===== config.mk =====
export PLATFORM = sky130hd
export DESIGN_NAME = irq_generator
export DESIGN_NICKNAME = d
export VERILOG_FILES = /design/src/rtl/irq_gen_pkg.sv /design/src/rtl/irq_gen_channel.sv /design/src/rtl/irq_generator.sv
export SDC_FILE = /design/constraint.sdc
export NUM_CORES = 1
export LEC_CHECK = 0
export BUFFER_PORTS_ARGS = -buffer_cell sky130_fd_sc_hd__buf_2
export CAP_MARGIN = 5
export CELL_PAD_IN_SITES_DETAIL_PLACEMENT = 1
export CELL_PAD_IN_SITES_GLOBAL_PLACEMENT = 2
export CORE_UTILIZATION = 36
export DETAILED_ROUTE_END_ITERATION = 12
export GPL_ROUTABILITY_DRIVEN = 0
export PLACE_DENSITY = 0.93
export SKIP_LAST_GASP = 1
export SLEW_MARGIN = 15
export SYNTH_ARGS = -nofsm -noshare
export SYNTH_HDL_FRONTEND = slang
export SYNTH_HIERARCHICAL = 1
export SYNTH_SLANG_ARGS = --single-unit

===== constraint.sdc =====
create_clock -name clk -period 5.75 [get_ports clk]
set_input_delay 0.2875 -clock clk [delete_from_list [all_inputs] [get_ports clk]]
set_output_delay 0.2875 -clock clk [all_outputs]
set_load 0.02 [all_outputs]

===== src/rtl/irq_gen_pkg.sv =====
// ----------------------------------------------------------------------------
// irq_gen_pkg
//  Shared types and helpers for the IRQ stimulus/checker generator.
//  Contents:
//   state_e      per-channel FSM states
//   LFSR_POLY    32-bit Galois LFSR feedback mask
//   lfsr_next()  one Galois LFSR step (right shift, xor mask when lsb set)
//   chan_seed()  per-channel seed derivation, never returns 0
// ----------------------------------------------------------------------------
package irq_gen_pkg;

   typedef enum logic [2:0] {
      IDLE,
      DRIVE,
      WAIT,
      GAP,
      DONE
   } state_e;

   // x^32 + x^22 + x^2 + x + 1, maximal length: a nonzero state never reaches 0
   localparam logic [31:0] LFSR_POLY = 32'h8020_0003;

   function automatic logic [31:0] lfsr_next(input logic [31:0] s);
      return {1'b0, s[31:1]} ^ (s[0] ? LFSR_POLY : 32'h0);
   endfunction

   // An all-zero seed would lock the LFSR at 0, so it is replaced by 1.
   function automatic logic [31:0] chan_seed(input logic [31:0] seed, input int unsigned idx);
      logic [31:0] s;
      s = seed ^ (32'(idx) << 8);
      if (s == 32'h0) begin
         s = 32'h1;
      end
      return s;
   endfunction

endpackage


===== src/rtl/irq_gen_channel.sv =====
// ----------------------------------------------------------------------------
// irq_gen_channel
//  One CPU channel: drives LFSR vectors, waits for the echo, checks it,
//  inserts a gap, repeats TRANSACTION_NB times, then parks in DONE.
//  Ports:
//   clk       in   clock, posedge
//   rst_n     in   synchronous reset, active low
//   echo_i    in   32-bit echoed vector from the responder
//   irq_o     out  32-bit vector driven to the responder
//   done_o    out  channel finished (completed or aborted); sticky
//   error_o   out  timeout or bad echo seen; sticky
// ----------------------------------------------------------------------------
module irq_gen_channel
   import irq_gen_pkg::*;
#(
   parameter int unsigned TRANSACTION_NB = 1000,
   parameter int unsigned TIMEOUT_CYCLES = 64,
   parameter int unsigned GAP_CYCLES     = 2,
   parameter logic [31:0] CH_SEED        = 32'h0000_0001
) (
   input  logic        clk,
   input  logic        rst_n,
   input  logic [31:0] echo_i,
   output logic [31:0] irq_o,
   output logic        done_o,
   output logic        error_o
);

   localparam int SENT_W = $clog2(TRANSACTION_NB + 1);
   localparam int TMO_W  = $clog2(TIMEOUT_CYCLES + 1);
   localparam int GAP_W  = (GAP_CYCLES > 0) ? $clog2(GAP_CYCLES + 1) : 1;

   state_e              state_q, state_d;
   logic [31:0]         lfsr_q,  lfsr_d;
   logic [31:0]         irq_q,   irq_d;   // also serves as the expected echo
   logic [31:0]         prev_q,  prev_d;  // previous vector: a stale echo
   logic [SENT_W-1:0]   sent_q,  sent_d;
   logic [TMO_W-1:0]    tmo_q,   tmo_d;
   logic [GAP_W-1:0]    gap_q,   gap_d;
   logic                done_q,  done_d;
   logic                error_q, error_d;

   always_comb begin
      state_d = state_q;
      lfsr_d  = lfsr_q;
      irq_d   = irq_q;
      prev_d  = prev_q;
      sent_d  = sent_q;
      tmo_d   = tmo_q;
      gap_d   = gap_q;
      done_d  = done_q;
      error_d = error_q;
      case (state_q)
         IDLE: begin
            state_d = DRIVE;
         end
         DRIVE: begin
            lfsr_d  = lfsr_next(lfsr_q);
            irq_d   = lfsr_next(lfsr_q);
            prev_d  = irq_q;
            tmo_d   = '0;
            state_d = WAIT;
         end
         WAIT: begin
            // A match is tested first so it wins over a same-cycle timeout.
            if (echo_i == irq_q) begin
               sent_d = sent_q + 1'b1;
               if (32'(sent_q) + 32'd1 == 32'(TRANSACTION_NB)) begin
                  done_d  = 1'b1;
                  state_d = DONE;
               end else if (GAP_CYCLES == 0) begin
                  state_d = DRIVE;
               end else begin
                  gap_d   = '0;
                  state_d = GAP;
               end
            end else if ((echo_i != prev_q) ||
                         (32'(tmo_q) == 32'(TIMEOUT_CYCLES - 1))) begin
               error_d = 1'b1;
               done_d  = 1'b1;
               state_d = DONE;
            end else begin
               tmo_d = tmo_q + 1'b1;
            end
         end
         GAP: begin
            if (32'(gap_q) + 32'd1 >= 32'(GAP_CYCLES)) begin
               state_d = DRIVE;
            end else begin
               gap_d = gap_q + 1'b1;
            end
         end
         DONE: begin
            done_d = 1'b1;
         end
         default: begin
            state_d = IDLE;
         end
      endcase
   end

   always_ff @(posedge clk) begin
      if (!rst_n) begin
         state_q <= IDLE;
         lfsr_q  <= CH_SEED;
         irq_q   <= '0;
         prev_q  <= '0;
         sent_q  <= '0;
         tmo_q   <= '0;
         gap_q   <= '0;
         done_q  <= 1'b0;
         error_q <= 1'b0;
      end else begin
         state_q <= state_d;
         lfsr_q  <= lfsr_d;
         irq_q   <= irq_d;
         prev_q  <= prev_d;
         sent_q  <= sent_d;
         tmo_q   <= tmo_d;
         gap_q   <= gap_d;
         done_q  <= done_d;
         error_q <= error_d;
      end
   end

   assign irq_o   = irq_q;
   assign done_o  = done_q;
   assign error_o = error_q;

endmodule


===== src/rtl/irq_generator.sv =====
// ----------------------------------------------------------------------------
// irq_generator
//  IRQ stimulus/checker stage for the loopback responder: CPU_NB independent
//  channels, each sending TRANSACTION_NB LFSR vectors and checking the echo.
//  Ports:
//   clk          in   clock, posedge
//   rst_n        in   synchronous reset, active low
//   o_irq[n]     out  32-bit vector per channel
//   i_irq[n]     in   32-bit echo per channel
//   o_done_vec   out  per-channel finished flags (sticky)
//   o_error_vec  out  per-channel error flags (sticky)
//   o_all_done   out  all channels finished
//   o_any_error  out  any channel errored
// ----------------------------------------------------------------------------
module irq_generator
   import irq_gen_pkg::*;
#(
   parameter int unsigned CPU_NB         = 4,
   parameter int unsigned TRANSACTION_NB = 1000,
   parameter int unsigned TIMEOUT_CYCLES = 64,
   parameter int unsigned GAP_CYCLES     = 2,
   parameter logic [31:0] SEED           = 32'h0000_ACE1
) (
   input  logic              clk,
   input  logic              rst_n,
   output logic [31:0]       o_irq [CPU_NB],
   input  logic [31:0]       i_irq [CPU_NB],
   output logic [CPU_NB-1:0] o_done_vec,
   output logic [CPU_NB-1:0] o_error_vec,
   output logic              o_all_done,
   output logic              o_any_error
);

   for (genvar gi = 0; gi < int'(CPU_NB); gi++) begin : g_chan
      irq_gen_channel #(
         .TRANSACTION_NB (TRANSACTION_NB),
         .TIMEOUT_CYCLES (TIMEOUT_CYCLES),
         .GAP_CYCLES     (GAP_CYCLES),
         .CH_SEED        (chan_seed(SEED, gi))
      ) u_chan (
         .clk     (clk),
         .rst_n   (rst_n),
         .echo_i  (i_irq[gi]),
         .irq_o   (o_irq[gi]),
         .done_o  (o_done_vec[gi]),
         .error_o (o_error_vec[gi])
      );
   end

   assign o_all_done  = &o_done_vec;
   assign o_any_error = |o_error_vec;

endmodule


; After elaboration in Yosys (flattened, before gate mapping)
; Cells that the tools add are included.
[word_totals]
output_inout_bits = 138
input_bits = 130
register_bits = 480
word_cells = 250
[op_classes]
addsub = 20
reduce_logical = 46
bitwise = 12
order_cmp = 4
eq_ne = 64
mux = 68
[op_table]
columns = op, count
row1 = $eq A32 B10 Y1 const B, 4
row2 = $eq A32 B32 Y1, 4
row3 = $ge A32 B2 Y1 const B, 4
row4 = $mux W32, 4
row5 = $ne A32 B32 Y1, 4
row6 = $xor A31 B32 Y32, 4
row7 = $pmux W3 S5, 4
row8 = $mux W7, 8
row9 = $pmux W7 S2, 4
row10 = $mux W3, 16
row11 = $reduce_and A3 Y1, 16
row12 = $add A10 B1 Y11 const B, 4
row13 = $add A10 B1 Y10 const B, 4
row14 = $ne A2 B2 Y1 const B, 16
row15 = $add A7 B1 Y7 const B, 4
row16 = $eq A7 B6 Y1 const B, 4
row17 = $eq A3 B2 Y1 const B, 8
row18 = $mux W2, 12
row19 = $reduce_bool A2 Y1, 12
row20 = $reduce_and A4 Y1, 5
row21 = $ne A2 B1 Y1 const B, 8
row22 = $pmux W2 S2, 4
row23 = $add A2 B1 Y3 const B, 4
row24 = $eq A3 B1 Y1 const B, 4
row25 = 11 further kinds, 53

; Longest topological paths before layout
; Gate-level depths: netlist (run 1).
[depth]
depth_word = 5
ltp_mapped = 8
ltp_nobuf = 7

; Modules after synthesis
; The synthesis (run 1) kept the hierarchy.
[by_module_without_submodules]
columns = module, seq_area_each_um2, cells_each, instances, area_per_inst_um2
row1 = irq_gen_channel at g_chan[1].u_chan ..., 1541.5, 485, 2, 3973.8
row2 = irq_gen_channel at g_chan[3].u_chan, 1581.5, 490, 1, 3985.1
row3 = irq_gen_channel at g_chan[0].u_chan, 1501.4, 478, 1, 3925.0
row4 = irq_generator, 0.0, 2, 1, 16.3

; Least setup slack after synthesis (run 1)
; No wires, ideal clock.
[synth_path]
kind = register to register
startpoint = register, netlist name g_chan[3].u_chan/lfsr_q[29]
endpoint = register g_chan[3].u_chan.tmo_q[5]
synth_period_minus_slack_ns = 2.220
setup_ns = 0.119
required_ns = 5.631
slack_ns = 3.530
n_path_buf = 1
stages_incl_launch_ff = 8
t_arrival_ns = 2.101
path_cell_list = dfxtp_1 xor2_1 nor4_2 nand2_1 or4_1 buf_2 or4_4 mux2i_1
[synth_lines]
columns = item, line
row1 = to (signal assigned), irq_gen_channel.sv:119  ; tmo_q <= tmo_d;
row2 = to (decl), irq_gen_channel.sv:38  ; logic [TMO_W-1:0] tmo_q, tmo_d;

==> flow_summary.json, run 1 <==
{
  "critical_path_class": "reg2reg",
  "io-pin-count": 268,
  "synth_seq_cells": 308,
  "fraction_of_layout_cells_with_a_size_suffix_above_1": 0.180,
  "total_of_cells_resized_after_clock_tree_synthesis": 0,
  "core_area_um2": 43300,
  "number_of_flops_mapped_to_enable_cells_by_yosys": 0,
  "viasPerCell": 5.22,
  "startpoint_type": "flop",
  "synth-async-reset-ratio": 0,
  "timing.reg2reg.setup_slack_ns": 2.92,
  "post_cts_repair_setup_buffers": 0,
  "cts.sinks": 308,
  "pwr-share-clk": 0.385,
  "setup_viol": 0,
  "grt.met3_usage": 0.0421,
  "grt_max_degree": 72,
  "worst_slack_ns": 2.92,
  "timing_worst_slew_pin_value_ns": 1.15,
  "cp.arrival_ns": 3.23,
  "first_global_vias": 14400,
  "timing.critical_path.required_ns": 6.15,
  "power.static_leakage_uw": 0.00714,
  "finalWirelength_mm": 48.6,
  "tightest_slew_margin_relative_to_the_limit": 0.232,
  "drv_cap": 0,
  "synth_area_um2": 15900,
  "hold_depth": 2,
  "cts-htree-levels": 2,
  "firstDrtPassIters": 4,
  "grt_usage": 0.212,
  "grt_most_used_layer": "met2",
  "yosys_most_used_dff": "sky130_fd_sc_hd__dfxtp_1",
  "root_buffer_cell": "sky130_fd_sc_hd__clkbuf_16",
  "worstHoldEndpoint": "g_chan[1].u_chan/lfsr_q[0]",
  "cts_tree": "built",
  "dieWidth_um": 212,
  "power.share.switching": 0.329,
  "clk_pin_slew_worst_paths_ns": 0.06,
  "fmax_mhz": 353,
  "number_of_warning_messages_in_the_yosys_log": 6,
  "run_status": "finished clean",
  "sequentialPowerShare": 0.406,
  "hold_buffers": 0,
  "seq_area_frac_synth": 0.388,
  "worst_hold_path_type": "in2reg",
  "cts_buffers": 38,
  "rsz0062_at_grt": "no",
  "synthesis.area_per_instance_um2": 8.18,
  "hold_path.startpoint": "rst_n",
  "finalHoldViolations": 0,
  "floorplan.die_area_um2": 44900,
  "vdd_drop_max_mv": 0.237,
  "global_route.overflow_total": 0,
  "grt.met1_usage": 0.261,
  "antenna_violations_before_repair": 1,
  "floorplan.die.height_um": 212,
  "drc": 0,
  "synthesis.instances": 1940,
  "timing.final.max_slew_violations": 0,
  "clock-skew-final_ns": 0.0108,
  "pwr-share-comb": 0.210,
  "antenna_left": 0,
  "fp-row-count": 76,
  "p_switching_uw": 2120,
  "post-dp-hpwl_mm": 34.3,
  "finalSetupTns_ns": 0,
  "placement.setup.worst_slack_ns": 2.93,
  "via_count": 13900,
  "cp-end-kind": "flop",
  "crit-reg2reg-capture": "g_chan[3].u_chan/gap_q[0]",
  "final_nets": 2190,
  "rr_startpoint": "g_chan[3].u_chan/lfsr_q[2]",
  "detail_route.wl_per_cell_um": 18.2,
  "power.density_cell_area_nw_per_um2": 355,
  "critical_path_peak_fanout": 11,
  "max-clock-path-buffers": 3,
  "io_buffers": 267,
  "synthesis.nets": 2082,
  "yosysUniqueCellTypes": 69,
  "internal-power_uw": 4320,
  "syn_to_final_growth_pct": 14.1,
  "start_util": 0.367,
  "layout_commonest_cell": "sky130_fd_sc_hd__nand2_1",
  "detailedRoute.firstIterationViolations": 584,
  "gr-usage-met2": 0.368,
  "grt_first_pass_wirelength_mm": 76.2,
  "finalCriticalPeriod_ns": 2.83,
  "worst_r2r_path_depth": 6,
  "insertion_delay_ns": 0.55,
  "final_min_period_over_clock_period": 0.492,
  "top_library_cells_by_usage_in_the_layout_fill_and_taps_aside": "sky130_fd_sc_hd__nand2_1 (428), sky130_fd_sc_hd__dfxtp_1 (308), sky130_fd_sc_hd__buf_2 (267)"
}
## sequential cells by signal, summed over array words and instances, names as in the netlist
signal	cells
g_chan.u_chan/done_o	4
g_chan.u_chan/error_o	4
g_chan.u_chan/gap_q	8
g_chan.u_chan/irq_o	36
g_chan.u_chan/lfsr_q	128
g_chan.u_chan/prev_q	48
g_chan.u_chan/sent_q	40
g_chan.u_chan/state_q	12
g_chan.u_chan/tmo_q	28
## routing by layer
metal / vias to the layer above / part of all wire
met5: - / 0.00025
met4: 2 / 0.028
met3: 90 / 0.042
met2: 281 / 0.49
met1: 6785 / 0.44
li1: 6737 / -
## power groups by stage
stage | sequential (uW) | combinational [uW] | clock (uW)
final | 2610 | 1350 | 2480
after floorplan | 2620 | 955 | 0
after global routing | 2640 | 1480 | 2640
after global placement | 2640 | 1310 | 0
after CTS | 2610 | 1350 | 2540
after detailed placement | 2660 | 1340 | 0
## critical path, stage by stage, from the launching register on
cell and delay, ns:
sky130_fd_sc_hd__dfxtp_1 0.47, sky130_fd_sc_hd__xnor2_1 0.17, sky130_fd_sc_hd__nand4_1 0.13, sky130_fd_sc_hd__nor4_2 0.71, sky130_fd_sc_hd__nand3_1 0.53, sky130_fd_sc_hd__o21ai_0 0.53, sky130_fd_sc_hd__o22ai_1 0.16
## cell families (layout without fill, tap and decap cells)
kind of cell	count (synthesis)	after routing	synth area share
buf+inv	233	368	0.0827
mux	26	26	0.0164
other cells	0	2	0
xor+xnor	282	282	0.156
compound gates	332	332	0.120
fa+ha+maj	12	12	0.00946
flops	308	308	0.388
simple gates	747	747	0.227
## final cells by class
type	instances	area, um^2
fill	5266	25200
multi-input combinational	1399	8420
sequential	308	6170
inverter	25	93.8
tap	585	732
clock inverter	11	161
timing repair buffer	276	1420
antenna	2	5.00
clock buffer	56	1110
## cells in the mapped netlist, types with 4 or more instances
library cell               instances  area, um^2
sky130_fd_sc_hd__inv_1            23        86.3
sky130_fd_sc_hd__nand4_1          57         357
sky130_fd_sc_hd__and2_1            6        37.5
sky130_fd_sc_hd__a21oi_1         229        1150
sky130_fd_sc_hd__ha_1             12         150
sky130_fd_sc_hd__nand2b_1         10        62.6
sky130_fd_sc_hd__o31ai_1          15         113
sky130_fd_sc_hd__o22ai_1           5        31.3
sky130_fd_sc_hd__nor2b_1           8        50.1
sky130_fd_sc_hd__buf_4           107         803
sky130_fd_sc_hd__o211ai_1         10        75.1
sky130_fd_sc_hd__a31oi_1           7        43.8
sky130_fd_sc_hd__or3_1            19         119
sky130_fd_sc_hd__a211oi_1         13        97.6
sky130_fd_sc_hd__nor3_1           14        70.1
sky130_fd_sc_hd__nor2_1           48         180
sky130_fd_sc_hd__or4_1            20         150
sky130_fd_sc_hd__dfxtp_1         308        6170
sky130_fd_sc_hd__buf_2            11        55.1
sky130_fd_sc_hd__or4_4             4        45.0
sky130_fd_sc_hd__nor4_2           13         163
sky130_fd_sc_hd__mux2i_1          26         260
sky130_fd_sc_hd__nand3_1          49         245
sky130_fd_sc_hd__nand2_1         428        1610
sky130_fd_sc_hd__nor3b_1           5        37.5
sky130_fd_sc_hd__nor4_1           33         206
sky130_fd_sc_hd__clkbuf_1         77         289
sky130_fd_sc_hd__buf_1            10        37.5
sky130_fd_sc_hd__xnor2_1         142        1240
sky130_fd_sc_hd__o21ai_0          18        90.1
sky130_fd_sc_hd__xor2_1          140        1230
sky130_fd_sc_hd__and3_1           15        93.8
## metrics by stage
step | cell area (um^2) | total power [uW] | instances | utilization | hold slack [ns]
finish | 18100 | 6440 | 2662 | 0.419 | 0.183
global placement | 16800 | 3950 | 2592 | 0.389 | 0.437
CTS | 18100 | 6510 | 2659 | 0.418 | 0.153
detailed placement | 16800 | 4000 | 2592 | 0.389 | 0.452
global route | 18100 | 6760 | 2660 | 0.419 | 0.179
floorplan | 15900 | 3570 | 1940 | - | 0.428
## how the worst max path moves through the flow
stage	from	endpoint	slack, ns	cells after the start
floorplan	g_chan[3].u_chan/lfsr_q[29]	g_chan[3].u_chan/tmo_q[5]	3.53	7
global placement	i_irq[12]	g_chan[3].u_chan/sent_q[9]	3.07	7
detailed placement	g_chan[3].u_chan/lfsr_q[2]	g_chan[3].u_chan/gap_q[0]	2.93	6
CTS	g_chan[3].u_chan/lfsr_q[2]	g_chan[3].u_chan/gap_q[0]	2.92	6
global route	g_chan[3].u_chan/lfsr_q[22]	g_chan[3].u_chan/gap_q[0]	2.66	6
finish	g_chan[3].u_chan/lfsr_q[2]	g_chan[3].u_chan/gap_q[0]	2.92	6
No activity file was read; power rests on OpenSTA's default activity.
==> run 2: changes to the inputs <==
CORE_UTILIZATION = 30   (was 36)
PLACE_DENSITY = 0.83   (was 0.93)
clock period = 2.4 ns   (was 5.75 ns; I/O delays follow)
==> run 2 against run 1 <==
Against the previous run: power rose by 140%; maximum frequency grew 19%; clock skew fell by 0.0016 ns; routed wire length increased by 4.0%; via count up 3.2%; critical path depth did not move; die area rose by 20%; final cell count grew 7.4%.
==> flow_summary.json, run 2 (synthesis results as in run 1) <==
{
  "grt_usage": 0.184,
  "grt_first_pass_wirelength_mm": 79.6,
  "syn_to_final_growth_pct": 21.1,
  "grt_max_degree": 54,
  "floorplan.die.height_um": 232,
  "ff_latch_area_um2": 6180,
  "worstHoldEndpoint": "g_chan[0].u_chan/sent_q[2]",
  "gr-usage-met2": 0.320,
  "drc": 0,
  "clk_pin_slew_worst_paths_ns": 0.06,
  "rr_startpoint": "g_chan[3].u_chan/lfsr_q[29]",
  "fp-row-count": 83,
  "final_nets": 2295,
  "placement.setup.worst_slack_ns": -0.0599,
  "start_util": 0.306,
  "timing.critical_path.required_ns": 2.83,
  "firstDrtPassIters": 6,
  "p_switching_uw": 5200,
  "timing.final.max_slew_violations": 0,
  "critical_path_peak_fanout": 2,
  "vdd_drop_max_mv": 0.502,
  "drv_cap": 0,
  "io-pin-count": 268,
  "antenna_left": 0,
  "tightest_slew_margin_relative_to_the_limit": 0.527,
  "detailedRoute.firstIterationViolations": 538,
  "cts.sinks": 308,
  "power.density_cell_area_nw_per_um2": 819,
  "via_count": 14300,
  "root_buffer_cell": "sky130_fd_sc_hd__clkbuf_16",
  "worst_slack_ns": 0.0303,
  "fin_util": 0.371,
  "clock-skew-final_ns": 0.00927,
  "reg.largest.list": "g_chan.u_chan/lfsr_q (128), g_chan.u_chan/prev_q (48), g_chan.u_chan/sent_q (40)",
  "io_buffers": 267,
  "run_status": "finished clean",
  "insertion_delay_ns": 0.55,
  "hold_depth": 7,
  "antenna_violations_before_repair": 2,
  "top_library_cells_by_usage_in_the_layout_fill_and_taps_aside": "sky130_fd_sc_hd__nand2_1 (428), sky130_fd_sc_hd__dfxtp_1 (299), sky130_fd_sc_hd__buf_2 (267)",
  "crit-reg2reg-capture": "g_chan[3].u_chan/tmo_q[5]",
  "cp.arrival_ns": 2.80,
  "timing.reg2reg.setup_slack_ns": 0.03,
  "critical_path_class": "reg2reg",
  "pwr-share-clk": 0.371,
  "final_min_period_over_clock_period": 0.987,
  "floorplan.die_area_um2": 53800,
  "startpoint_type": "flop",
  "pwr-share-comb": 0.237,
  "finalHoldViolations": 0,
  "first_global_vias": 14900,
  "power.share.switching": 0.330,
  "detail_route.wl_per_cell_um": 17.7,
  "max_flop_register": "g_chan.u_chan/lfsr_q",
  "finalCriticalPeriod_ns": 2.37,
  "dieWidth_um": 232,
  "timing_worst_slew_pin_value_ns": 0.709,
  "grt_most_used_layer": "met2",
  "fmax_mhz": 422,
  "worst_r2r_path_depth": 6,
  "rsz0062_at_grt": "yes",
  "worst_hold_path_type": "in2reg",
  "cts_tree": "built",
  "layout.filler_cells": 6239,
  "finalWirelength_mm": 50.5,
  "grt.met3_usage": 0.0335,
  "multiInputGateArea_um2": 8540,
  "max-clock-path-buffers": 3,
  "sequentialPowerShare": 0.392,
  "viasPerCell": 5.01,
  "hold_path.startpoint": "i_irq[124]",
  "cts-htree-levels": 2,
  "cp-end-kind": "flop",
  "layout_commonest_cell": "sky130_fd_sc_hd__nand2_1",
  "setup_viol": 0,
  "internal-power_uw": 10500,
  "power.static_leakage_uw": 0.00779,
  "cts_buffers": 39,
  "antennaDiodeCount": 0,
  "fraction_of_layout_cells_with_a_size_suffix_above_1": 0.232,
  "grt.met1_usage": 0.221,
  "global_route.overflow_total": 0,
  "core_area_um2": 51800,
  "largest_register_ff_count": 128,
  "post-dp-hpwl_mm": 37.7
}
[run 2: cell count changes in the layout (fill, tap and decap cells not counted), sizes merged]
cell,before,now
buf,276,379
inv,26,25
clkbuf,56,61
bufinv,4,0
clkinv,5,6
diode,2,0
dlygate4sd3,0,1
[run 2: worst max-delay path by stage]
stage | from | slack [ns] | end | cells after the start
finish | g_chan[3].u_chan/lfsr_q[29] | 0.03 | g_chan[3].u_chan/tmo_q[5] | 6
global route | g_chan[3].u_chan/lfsr_q[29] | -0.04 | g_chan[3].u_chan/sent_q[7] | 11
CTS | g_chan[3].u_chan/lfsr_q[25] | 0.008 | g_chan[3].u_chan/tmo_q[5] | 6
detailed placement | g_chan[3].u_chan/irq_o[10] | -0.06 | g_chan[3].u_chan/sent_q[6] | 8
global placement | g_chan[3].u_chan/irq_o[10] | -0.05 | g_chan[3].u_chan/sent_q[8] | 8
floorplan | g_chan[3].u_chan/lfsr_q[29] | 0.18 | g_chan[3].u_chan/tmo_q[5] | 7
[run 2: metal layers]
metal	vias up	part of all wire
met3	119	0.040
met1	7001	0.44
li1	6938	-
met5	-	0.00026
met4	2	0.035
met2	282	0.49
[run 2: cell type report]
cell class | instances | area share
multi-input combinational | 1399 | 0.444
clock inverter | 7 | 0.00195
clock buffer | 61 | 0.0646
timing repair buffer | 380 | 0.119
tap | 680 | 0.0443
inverter | 25 | 0.00488
sequential | 308 | 0.321
[run 2: stage by stage]
stage                     cells  hold slack [ns]  power, uW  instance area (um^2)  setup TNS, ns
final                      2860            0.220      15700                 19200              0
after global routing       2860            0.260      16600                 19200        -0.0574
after CTS                  2857            0.196      16000                 19100              0
after detailed placement   2788            0.447       9990                 17800         -0.163
after global placement     2788            0.436       9890                 17800         -0.141
after floorplan            1940            0.260       8560                 15900              0
[run 2: worst max-delay path, cell delays in order, from the launching register on]
cell                      delay (ns)
sky130_fd_sc_hd__dfxtp_1        0.32
sky130_fd_sc_hd__xor2_1         0.17
sky130_fd_sc_hd__nor4_2         0.38
sky130_fd_sc_hd__nand2_1        0.14
sky130_fd_sc_hd__or4_1          0.58
sky130_fd_sc_hd__or4_4          0.54
sky130_fd_sc_hd__mux2i_1        0.12
[run 2: timing repair]
action                     in CTS  in global routing
resized for setup               3                 26
setup buffers                   0                  3
setup endpoints to repair       3                 23
hold buffers                    1                  0
hold endpoints to repair        1                  0
pin swaps                       0                  9
[run 2: power groups by stage]
stage                     sequential, uW  clock, uW  combinational, uW
final                               6180       5840               3730
after global routing                6260       6240               4070
after CTS                           6180       6050               3740
after detailed placement            6290          0               3700
after global placement              6260          0               3630
after floorplan                     6270          0               2290
